$ cat src/rtl/raster_pkg.sv
// +--------------------------------------------------------------------+
// | raster_pkg : shared timing constants and edge-flag types for raster |
// | Rev 1.0                                                             |
// +--------------------------------------------------------------------+
`default_nettype none

package raster_pkg;

  localparam int COORD_W = 20;
  localparam int PIX_W   = 6;
  localparam int CNT_W   = 19;
  localparam int POS_W   = 10;

  localparam logic [POS_W-1:0] H_ACTIVE = 10'd640;
  localparam logic [POS_W-1:0] H_LAST   = 10'd799;
  localparam logic [POS_W-1:0] V_ACTIVE = 10'd480;
  localparam logic [POS_W-1:0] V_LAST   = 10'd524;

  typedef logic signed [COORD_W-1:0] coord_t;

  typedef struct packed {
    logic ge0;
    logic le0;
  } edge_flags_t;

  // Covered when all three edges agree in sign, which accepts either winding.
  function automatic logic is_inside(input edge_flags_t f0, input edge_flags_t f1,
                                     input edge_flags_t f2);
    return (f0.ge0 && f1.ge0 && f2.ge0) || (f0.le0 && f1.le0 && f2.le0);
  endfunction

endpackage

`default_nettype wire

$ cat src/rtl/edge_acc.sv
// +--------------------------------------------------------------------+
// | edge_acc : one edge-function accumulator with its per-pixel x-step  |
// | Rev 1.0                                                             |
// +--------------------------------------------------------------------+
`default_nettype none

module edge_acc
  import raster_pkg::*;
(
  input  logic                      clk,
  input  logic                      reset,
  input  logic                      step_load,
  input  logic signed [COORD_W-1:0] step_in,
  input  logic                      acc_load,
  input  logic signed [COORD_W-1:0] acc_init,
  input  logic                      acc_step,
  output edge_flags_t               flags
);

  coord_t r_step;
  coord_t r_acc;

  // A line reload wins over stepping; the step register is independent.
  always_ff @(posedge clk or negedge reset) begin
    if (!reset) begin
      r_step <= '0;
      r_acc  <= '0;
    end else begin
      if (step_load) begin
        r_step <= step_in;
      end
      if (acc_load) begin
        r_acc <= acc_init;
      end else if (acc_step) begin
        r_acc <= r_acc + r_step;
      end
    end
  end

  assign flags.ge0 = ~r_acc[COORD_W-1];
  assign flags.le0 = r_acc[COORD_W-1] | (r_acc == '0);

endmodule

`default_nettype wire

$ cat src/rtl/raster.sv
// +--------------------------------------------------------------------+
// | raster : scanline triangle coverage test with per-frame hit count   |
// | Rev 1.0                                                             |
// +--------------------------------------------------------------------+
`default_nettype none

module raster
  import raster_pkg::*;
(
  input  logic                      clk,
  input  logic                      reset,
  input  logic [POS_W-1:0]          x,
  input  logic [POS_W-1:0]          y,
  input  logic signed [COORD_W-1:0] x_screen_v0,
  input  logic signed [COORD_W-1:0] x_screen_v1,
  input  logic signed [COORD_W-1:0] x_screen_v2,
  input  logic signed [COORD_W-1:0] y_screen_v0,
  input  logic signed [COORD_W-1:0] y_screen_v1,
  input  logic signed [COORD_W-1:0] y_screen_v2,
  input  logic signed [COORD_W-1:0] e0_init_t1,
  input  logic signed [COORD_W-1:0] e1_init_t1,
  input  logic signed [COORD_W-1:0] e2_init_t1,
  input  logic [1:0]                tri_color,
  output logic                      hit,
  output logic [PIX_W-1:0]          pixel,
  output logic [CNT_W-1:0]          frame_hits
);

  logic              w_active;
  logic              w_frame_latch;
  logic              w_reload;
  logic              w_frame_end;
  logic              w_inside;
  logic              w_hit_now;
  coord_t            w_step  [3];
  coord_t            w_init  [3];
  edge_flags_t       w_flags [3];

  logic              r_hit;
  logic [PIX_W-1:0]  r_pixel;
  logic [CNT_W-1:0]  r_count;
  logic [CNT_W-1:0]  r_frame_hits;

  // Screen-space x of the vertices is folded into the edge inits upstream.
  logic w_unused;
  assign w_unused = ^{x_screen_v0, x_screen_v1, x_screen_v2};

  assign w_active      = (x < H_ACTIVE) && (y < V_ACTIVE);
  assign w_frame_latch = (x == H_LAST) && (y == V_LAST);
  assign w_reload      = (x == H_LAST) && ((y < (V_ACTIVE - 10'd1)) || (y == V_LAST));
  assign w_frame_end   = (x == '0) && (y == V_ACTIVE);

  assign w_step[0] = y_screen_v1 - y_screen_v0;
  assign w_step[1] = y_screen_v2 - y_screen_v1;
  assign w_step[2] = y_screen_v0 - y_screen_v2;
  assign w_init[0] = e0_init_t1;
  assign w_init[1] = e1_init_t1;
  assign w_init[2] = e2_init_t1;

  for (genvar i = 0; i < 3; i++) begin : g_edge
    edge_acc u_edge_acc (
      .clk       (clk),
      .reset     (reset),
      .step_load (w_frame_latch),
      .step_in   (w_step[i]),
      .acc_load  (w_reload),
      .acc_init  (w_init[i]),
      .acc_step  (w_active),
      .flags     (w_flags[i])
    );
  end

  assign w_inside  = is_inside(w_flags[0], w_flags[1], w_flags[2]);
  assign w_hit_now = w_active && w_inside;

  always_ff @(posedge clk or negedge reset) begin
    if (!reset) begin
      r_hit        <= 1'b0;
      r_pixel      <= '0;
      r_count      <= '0;
      r_frame_hits <= '0;
    end else begin
      r_hit   <= w_hit_now;
      r_pixel <= w_hit_now ? {3{tri_color}} : '0;
      if (w_frame_end) begin
        r_frame_hits <= r_count;
        r_count      <= '0;
      end else if (w_hit_now) begin
        r_count <= r_count + CNT_W'(1);
      end
    end
  end

  assign hit        = r_hit;
  assign pixel      = r_pixel;
  assign frame_hits = r_frame_hits;

endmodule

`default_nettype wire

$ cat config.mk
export PLATFORM = sky130hd
export DESIGN_NAME = raster
export DESIGN_NICKNAME = d
export VERILOG_FILES = /design/src/rtl/raster_pkg.sv /design/src/rtl/edge_acc.sv /design/src/rtl/raster.sv
export SDC_FILE = /design/constraint.sdc
export NUM_CORES = 1
export LEC_CHECK = 0
export CORE_UTILIZATION = 45
export CTS_BUF_LIST = sky130_fd_sc_hd__clkbuf_8
export CTS_CLUSTER_DIAMETER = 40
export DETAILED_ROUTE_END_ITERATION = 16
export PLACE_DENSITY = 0.68
export SYNTH_ARGS = -nofsm -noshare
export SYNTH_HDL_FRONTEND = slang
export SYNTH_SLANG_ARGS = --single-unit
export TNS_END_PERCENT = 50
$ cat constraint.sdc
create_clock -name clk -period 2.95 [get_ports clk]
set_clock_uncertainty 0.1 [all_clocks]
set_input_delay 0.7375 -clock clk [delete_from_list [all_inputs] [get_ports clk]]
set_output_delay 0.7375 -clock clk [all_outputs]
set_load 0.01 [all_outputs]
# [Word-level counts from Yosys, hierarchy flattened]
# Cells that the tools add are included.
[totals] reg_bits=165 input_bits=204 out_inout_bits=26 wordCells=55
[op_classes] n_addsub=7 order_cmp=3 eq_ne=3 muxes=9 bitwise=6 reduce_logical=17
[op_table] cell="$mux 20" n=6
[op_table] cell="$add 20x20->20" n=3
[op_table] cell="$logic_not 20->1" n=3
[op_table] cell="$sub 20x20->20" n=3
[op_table] cell="$mux 19" n=2
[op_table] cell="$eq 10x10->1 const B" n=2
[op_table] cell="$lt 10x9->1 const B" n=2
[op_table] cell="$add 19x1->19 const B" n=1
[op_table] cell="$eq 10x9->1 const B" n=1
[op_table] cell="$logic_not 10->1" n=1
[op_table] cell="$lt 10x10->1 const B" n=1
[op_table] cell="$logic_and 1x1->1" n=9
[op_table] cell="$mux 6" n=1
[op_table] cell="$reduce_bool 2->1" n=2
[op_table] cell="$not 1->1" n=3
[op_table] cell="$or 1x1->1" n=3
[op_table] cell="$logic_or 1x1->1" n=2

# [Logic depth before layout (Yosys ltp)]
# Gate-level depths: netlist (run 1).
[logic_depth] depth_word=8 depth_mapped=12 mapped_depth_nobuf=12

# [Hierarchy]
# Synthesis (run 1) repeated with hierarchy kept, for this count alone.
[unflattened] hier_cells=1431 area_unflattened_um2=12852.3
[modules_own_cells] module="edge_acc at g_edge[1].u_edge_acc ..." n_inst=2 cells_each=282 area_each_um2=2712.6 seq_area_each_um2=1001.0
[modules_own_cells] module="raster" n_inst=1 cells_each=585 area_each_um2=4708.3 seq_area_each_um2=1026.0
[modules_own_cells] module="edge_acc at g_edge[0].u_edge_acc" n_inst=1 cells_each=282 area_each_um2=2718.9 seq_area_each_um2=1001.0

# [Worst setup path before layout (run 1)]
# OpenSTA, ideal clock, no wires.
[synth_timing] path_type="input-to-reg" start="input port y_screen_v0[0]" end="register g_edge[2].u_edge_acc.r_step[18]" setup_ns=0.131 arrival_ns=2.831 t_required_ns=2.719 setup_slack_ns=-0.112 stages=12 path_buffers=0 cell_sequence="inv_1 -> ha_1 -> fa_1 -> nor2b_1 -> o21ai_1 -> a21boi_1 -> o21ai_1 -> a21oi_1 -> a311oi_2 -> o21ai_1 -> nor2_1 -> or3_1"
[synth_via] elab_chain_len=1
[synth_rtl] item="start, declared" line_no="raster.sv:17" text="input logic signed [COORD_W-1:0] y_screen_v0,"
[synth_rtl] item="$sub 20x20->20" line_no="raster.sv:55" text="assign w_step[2] = y_screen_v0 - y_screen_v2;"
[synth_rtl] item="end signal, assigned" line_no="edge_acc.sv:30" text="r_step <= step_in;"
[synth_rtl] item="end, declared" line_no="edge_acc.sv:20" text="coord_t r_step;"
# Every way passes these cells.
# A chain may end at the register's enable or synchronous reset.

# [Worst setup path in the final report (run 1)]
[layout_timing] start="input port y_screen_v1[4]" end="register g_edge[1].u_edge_acc.r_step[11]"
[layout_via] elab_chain_len=1
[layout_rtl] item="start, declared" line_no="raster.sv:18" text="input logic signed [COORD_W-1:0] y_screen_v1,"
[layout_rtl] item="$sub 20x20->20" line_no="raster.sv:54" text="assign w_step[1] = y_screen_v2 - y_screen_v1;"
[layout_rtl] item="end signal, assigned" line_no="edge_acc.sv:30"
[layout_rtl] item="end, declared" line_no="edge_acc.sv:20"
# Every way passes these cells.

==> flow_summary_export.csv, run 1 <==
group,metric,value,unit
timing,rsz0062_at_grt,"true",
timing,period_share,96.7,%
power_and_ir_drop,leakage,7.65,nW
final_layout,final_cell_mix,"164 x buf_4, 161 x dfrtp_1, 153 x clkdlybuf4s50_1",
critical_path,crit_type,"in -> reg",
routing,vias,11700,
final_layout,drive_gt1_share,18.6,%
routing,drt_iter0_drc,765,
logic_synthesis,ys_types,90,
clock_network,clock-root-buffer,"clkbuf_8",
grt,antenna_found_initial,0,
final_layout,layout_commonest_cell,"buf_4",
die,io_pins,230,
timing,finalHoldViolCount,0,
grt,grt_usage,26.9,%
final_layout,antenna_cells,0,
critical_path,regToRegEndpoint,"g_edge[0].u_edge_acc.r_acc[19]",
die,rows,60,
power_and_ir_drop,p_per_area,396,mW/mm²
timing,max_freq,0.350,GHz
die,dieArea,0.0279,mm²
die,core_area,0.0268,mm²
clock_network,clk_pin_slew_worst_paths,100,ps
routing,viasPerCell,5.70,
clock_network,cts_htree_levels,4,
timing,slew_headroom,62.5,%
clock_network,cts_tree,"done",
routing,drt-pass1-iter-count,5,
critical_path,r2r_start,"g_edge[0].u_edge_acc.r_step[5]",
critical_path,critPathRequiredTime,3190,ps
grt,grt_pass1_vias,11500,
logic_synthesis,ys_seq_elements,161,
place,place_congestion,0.932,
logic_synthesis,synth_edf_count,0,
clock_network,clock_latency,470,ps
routing,wl,37300,µm
critical_path,r2r_setup_slack,170,ps
timing,tightest_slew,556,ps
routing,wl_per_cell,18.1,µm
grt,grt_max_degree,64,
logic_synthesis,yosysWarnings,0,
critical_path,critPathMaxFanout,3,
clock_network,cts_num_sinks,161,
timing,finalSetupTns,0,ps
clock_network,cts_made_buffers,17,
routing,ant_nets,0,
critical_path,reg2reg_depth,10,
die,start_util,45.7,%
critical_path,critPathLaunchType,"primary input",
place,dp_hpwl,29400,µm
timing,fin_ws,96.5,ps
logic_synthesis,synthFlopType,"dfrtp_1",
timing,slew_violations,0,
place,dp_slack,-878,ps
logic_synthesis,syn_nets,1716,
timing,min_period,2850,ps
critical_path,endpoint_kind,"register",
die,die_y,167,µm
logic_synthesis,syn_area_per_cell,8.80,µm²
logic_synthesis,synthCells,1391,
final_layout,area_growth,33.2,%
clock_network,holdBufCountCts,0,
timing,setup_viol,0,
critical_path,arrival,3100,ps
status,outcome,"completed",
power_and_ir_drop,vdd_drop_max,0.000254,V
logic_synthesis,async_flop_share,100,%
grt,gr-total-overflow,0,
run,timing.max_cap.violations,0,
logic_synthesis,synth_area,0.0122,mm²
final_layout,final_nets,2033,
clock_network,cts_buffer_depth,2,
routing,drc,0,
timing,hold_slack,84.8,ps
grt,grt_pass1_wl,59500,µm
hold_path,worstHoldPathType,"in -> async",
place,io_buffers,169,
die,dieWidth,167,µm
logic_synthesis,seq_area_frac_synth,32.9,%
per-stage QoR:
step                      power [mW]  utilization (%)  cells  cell area, µm²
after global placement          4.66             58.2   2025           15600
after CTS                       6.42             59.9   2057           16000
after detailed placement        4.71             58.2   2025           15600
final                           6.46             60.9   2062           16300
after floorplan                 3.81                -   1391           12200
after global routing            6.83             60.9   2062           16300
sequential cells by signal, indices dropped and copies added, names as in the netlist:
| signal | count |
|---|---|
| frame_hits | 19 |
| g_edge.u_edge_acc.r_acc | 60 |
| g_edge.u_edge_acc.r_step | 60 |
| hit | 1 |
| pixel | 2 |
| r_count | 19 |
worst max path at each step:
stage,from,end,slack (ps),cells after the start
after detailed placement,y_screen_v1[2],g_edge[1].u_edge_acc.r_step[16],-880,12
final,y_screen_v1[4],g_edge[1].u_edge_acc.r_step[11],100,11
after global routing,g_edge[2].u_edge_acc.r_acc[0],g_edge[2].u_edge_acc.r_acc[18],0.1,12
after floorplan,y_screen_v0[0],g_edge[2].u_edge_acc.r_step[18],20,12
after CTS,y_screen_v1[2],g_edge[1].u_edge_acc.r_step[16],-70,12
after global placement,y_screen_v1[2],g_edge[1].u_edge_acc.r_step[16],-820,12
cell families (layout without fill, tap and decap cells):
kind of cell / Yosys count / in the layout / synth area share [%]
flops: 161 / 161 / 32.9
mux: 29 / 29 / 2.60
compound gates: 418 / 418 / 22.4
simple gates: 429 / 429 / 18.1
buf+inv: 141 / 471 / 4.71
xor+xnor: 92 / 92 / 6.58
fa+ha+maj: 121 / 121 / 12.7
worst max-delay path, stage by stage:
cell,delay [ps]
clkdlybuf4s50_1,510
inv_1,60
ha_1,330
o21a_1,190
o21ai_1,190
a211oi_2,100
or3_1,350
a21o_1,180
a21oi_1,180
xor2_1,190
o21ai_0,90
layer usage:
metal / track usage, % / share of wire, %
met5: 0 / 0
met2: 43.4 / 46
met4: 8.86 / 2.6
met3: 3.30 / 4.5
met1: 37.2 / 47
synth_stat cells, drive strengths merged (8+ instances only):
cell    instances  area (µm²)
o21ai         133         677
nor4           21         138
a31oi          17         121
ha            115        1440
dfrtp         161        4030
clkbuf         27         101
buf            20         123
nor2b          19         119
nand2         126         485
xnor2          45         394
or3            14        87.6
a221o          11         110
a21o           34         257
nand2b         19         119
o31ai          12         100
nor3           41         205
mux2           22         248
nor2           75         284
o21a           17         130
a22oi          26         195
nand4          21         131
xor2           47         412
nand3          30         168
a21oi          90         462
o211ai         11        82.6
inv            94         353
a211oi         15         118
and2            8        52.6
and3           16         110
where the power goes:
part	total (mW)	internal, mW	leakage [nW]	switching (mW)
Combinational	2.13	1.06	5.27	1.07
Sequential	2.64	2.41	2.19	0.232
Clock	1.69	0.753	0.193	0.934
Total	6.46	4.22	7.65	2.24
what timing repair did:
item,CTS,global route
pin swaps,17,33
endpoints found under the setup margin,22,34
resized for setup,23,58
buffers inserted,0,5
area by class of cell:
class	instances	area, µm²
multi-input cells	1089	7930
clock buffers	20	275
flip-flops and latches	161	4030
fillers	2359	10500
well taps	341	427
inverters	94	353
clock inverters	12	123
repair buffers	345	3180
Power figures use the tool's default switching activity.
==> inputs of run 2 (changes only) <==
==> constraint.sdc (replaced) <==
create_clock -name clk -period 3 [get_ports clk]
set_clock_uncertainty 0.1 [all_clocks]
set_input_delay 0.75 -clock clk [delete_from_list [all_inputs] [get_ports clk]]
set_output_delay 0.75 -clock clk [all_outputs]
set_load 0.01 [all_outputs]
==> run 2 against run 1 <==
Against the previous run: largest cell class unchanged; power decreased by 2.0%; sequential power decreased by 2%; critical path depth decreased by 1; highest routed layer unchanged; design area decreased by 1.8%; global-route usage decreased by 0.46 points; critical path type unchanged.
==> flow_summary_export.csv, run 2 (synthesis results as in run 1) <==
group,metric,value,unit
status,outcome,"completed",
critical_path,critPathRequiredTime,3250,ps
power_and_ir_drop,leakage,7.50,nW
timing,slew_violations,0,
grt,grt_usage,26.4,%
critical_path,cp-endpoint,"g_edge[2].u_edge_acc.r_step[18]",
critical_path,reg2reg_depth,10,
clock_network,clock_latency,480,ps
routing,vias,11600,
die,core_area,0.0268,mm²
grt,met1_usage,37.5,%
critical_path,cp_num_cells,10,
clock_network,clk_pin_slew_worst_paths,90,ps
critical_path,crit_type,"in -> reg",
final_layout,antenna_cells,0,
place,place_congestion,0.966,
timing,slew_headroom,65.7,%
place,io_buffers,169,
routing,wl,36300,µm
critical_path,slowest_delay,530,ps
timing,tightest_slew,501,ps
hold_path,worstHoldPathType,"in -> async",
place,dp_hpwl,28700,µm
final_layout,largestRegisters,"g_edge.u_edge_acc.r_acc (60), g_edge.u_edge_acc.r_step (60)",
die,dieWidth,167,µm
critical_path,critPathLaunch,"y_screen_v2[6]",
grt,grt_util_met3,3.11,%
routing,wl_per_cell,17.8,µm
routing,drc,0,
routing,drt-pass1-iter-count,6,
place,dp.cells,2002,
critical_path,r2r_setup_slack,150,ps
clock_network,clock-root-buffer,"clkbuf_8",
critical_path,crit_chain,"clkdlybuf4s50_1 > inv_1 > ha_1 > or2_2 > a21oi_1 > a21oi_2 > a311oi_2 > o21ai_2 > and4b_1 > or3_1",
final_layout,utilization,59.8,%
die,die_y,167,µm
critical_path,regToRegEndpoint,"g_edge[0].u_edge_acc.r_acc[19]",
critical_path,cpMaxStageDelayCell,"clkdlybuf4s50_1",
clock_network,holdBufCountCts,0,
die,start_util,45.7,%
grt,gr-total-overflow,0,
grt,grt_pass1_wl,58300,µm
place,dp_slack,-721,ps
clock_network,cts_made_buffers,17,
die,io_pins,230,
clock_network,cts_num_sinks,161,
power_and_ir_drop,p_per_area,395,mW/mm²
routing,viasPerCell,5.68,
timing,finalHoldViolCount,0,
die,rows,60,
timing,fin_ws,91.8,ps
clock_network,cts_htree_levels,4,
timing,setup_viol,0,
final_layout,final_cell_mix,"161 x dfrtp_1, 158 x clkdlybuf4s50_1, 141 x buf_4",
critical_path,cp_top_family,"simple AND/OR/NAND/NOR gates",
critical_path,crit_buf_inv,2,
critical_path,critPathLaunchType,"primary input",
routing,ant_nets,0,
grt,grt_pass1_vias,11200,
final_layout,drive_gt1_share,16.3,%
clock_network,cts_buffer_depth,2,
grt,grt_max_degree,64,
run,timing.max_cap.violations,0,
final_layout,area_growth,30.8,%
final_layout,final_nets,2011,
final_layout,fin_cells,2040,
grt,use_met2,41.4,%
timing,period_share,96.9,%
grt,grt.busiest_layer,"met2",
power_and_ir_drop,vdd_drop_max,0.000296,V
timing,max_freq,0.344,GHz
critical_path,arrival,3160,ps
die,dieArea,0.0279,mm²
critical_path,critPathMaxFanout,3,
grt,antenna_found_initial,0,
critical_path,r2r_start,"g_edge[0].u_edge_acc.r_step[5]",
timing,min_period,2910,ps
critical_path,endpoint_kind,"register",
final_layout,layout_commonest_cell,"dfrtp_1",
routing,drt_iter0_drc,851,
clock_network,cts_tree,"done",
run 2: what timing repair did:
item | CTS | global route
setup buffers | 4 | 2
resized for setup | 18 | 29
pin swaps | 18 | 26
setup endpoints to repair | 20 | 29
gates cloned | 0 | 0
run 2: layout make-up:
class,instances,area (µm²)
timing repair buffer,323,3010
fill,2386,10800
sequential,161,4030
tap,341,427
clock buffer,17,234
clock inverter,15,168
inverter,94,353
multi-input combinational,1089,7790
run 2: how the worst min path moves through the flow:
stage | start | to | slack [ps]
finish | reset | g_edge[0].u_edge_acc.r_acc[4] | 130
global route | reset | g_edge[0].u_edge_acc.r_acc[6] | 140
CTS | reset | g_edge[0].u_edge_acc.r_acc[5] | 130
detailed placement | g_edge[0].u_edge_acc.r_step[0] | g_edge[0].u_edge_acc.r_step[0] | 390
global placement | g_edge[2].u_edge_acc.r_step[0] | g_edge[2].u_edge_acc.r_step[0] | 370
floorplan | g_edge[2].u_edge_acc.r_step[9] | g_edge[2].u_edge_acc.r_step[9] | 340
run 2: power by group:
part,leakage (nW),internal (mW),switching (mW)
Sequential,2.19,2.37,0.231
Combinational,5.11,1.01,1.02
Clock,0.199,0.762,0.936
Total,7.50,4.14,2.19
run 2: stage by stage:
step	setup TNS [ps]	power, mW	hold WS, ps	cell area (µm²)
after floorplan	0	3.74	343	12200
after global placement	-21940	4.56	375	15400
after detailed placement	-23870	4.61	385	15400
after CTS	-33.2	6.32	131	15900
after global routing	-5.03	6.69	135	16000
final	0	6.33	130	16000
run 2: layer usage:
metal	wire length, µm	vias up
met1	17300	5521
met2	16400	358
met5	0	-
li1	-	5672
met3	1850	38
met4	798	0
run 2: worst reg2reg max path: stages (launching register included):
cell and delay [ps]:
dfrtp_1 490, ha_1 400, o21a_1 130, o21ai_0 110
or3b_4 440, a31oi_4 270, nand3_2 110, a21oi_2 170
xnor2_1 160, o21ai_1 90, a221o_1 290
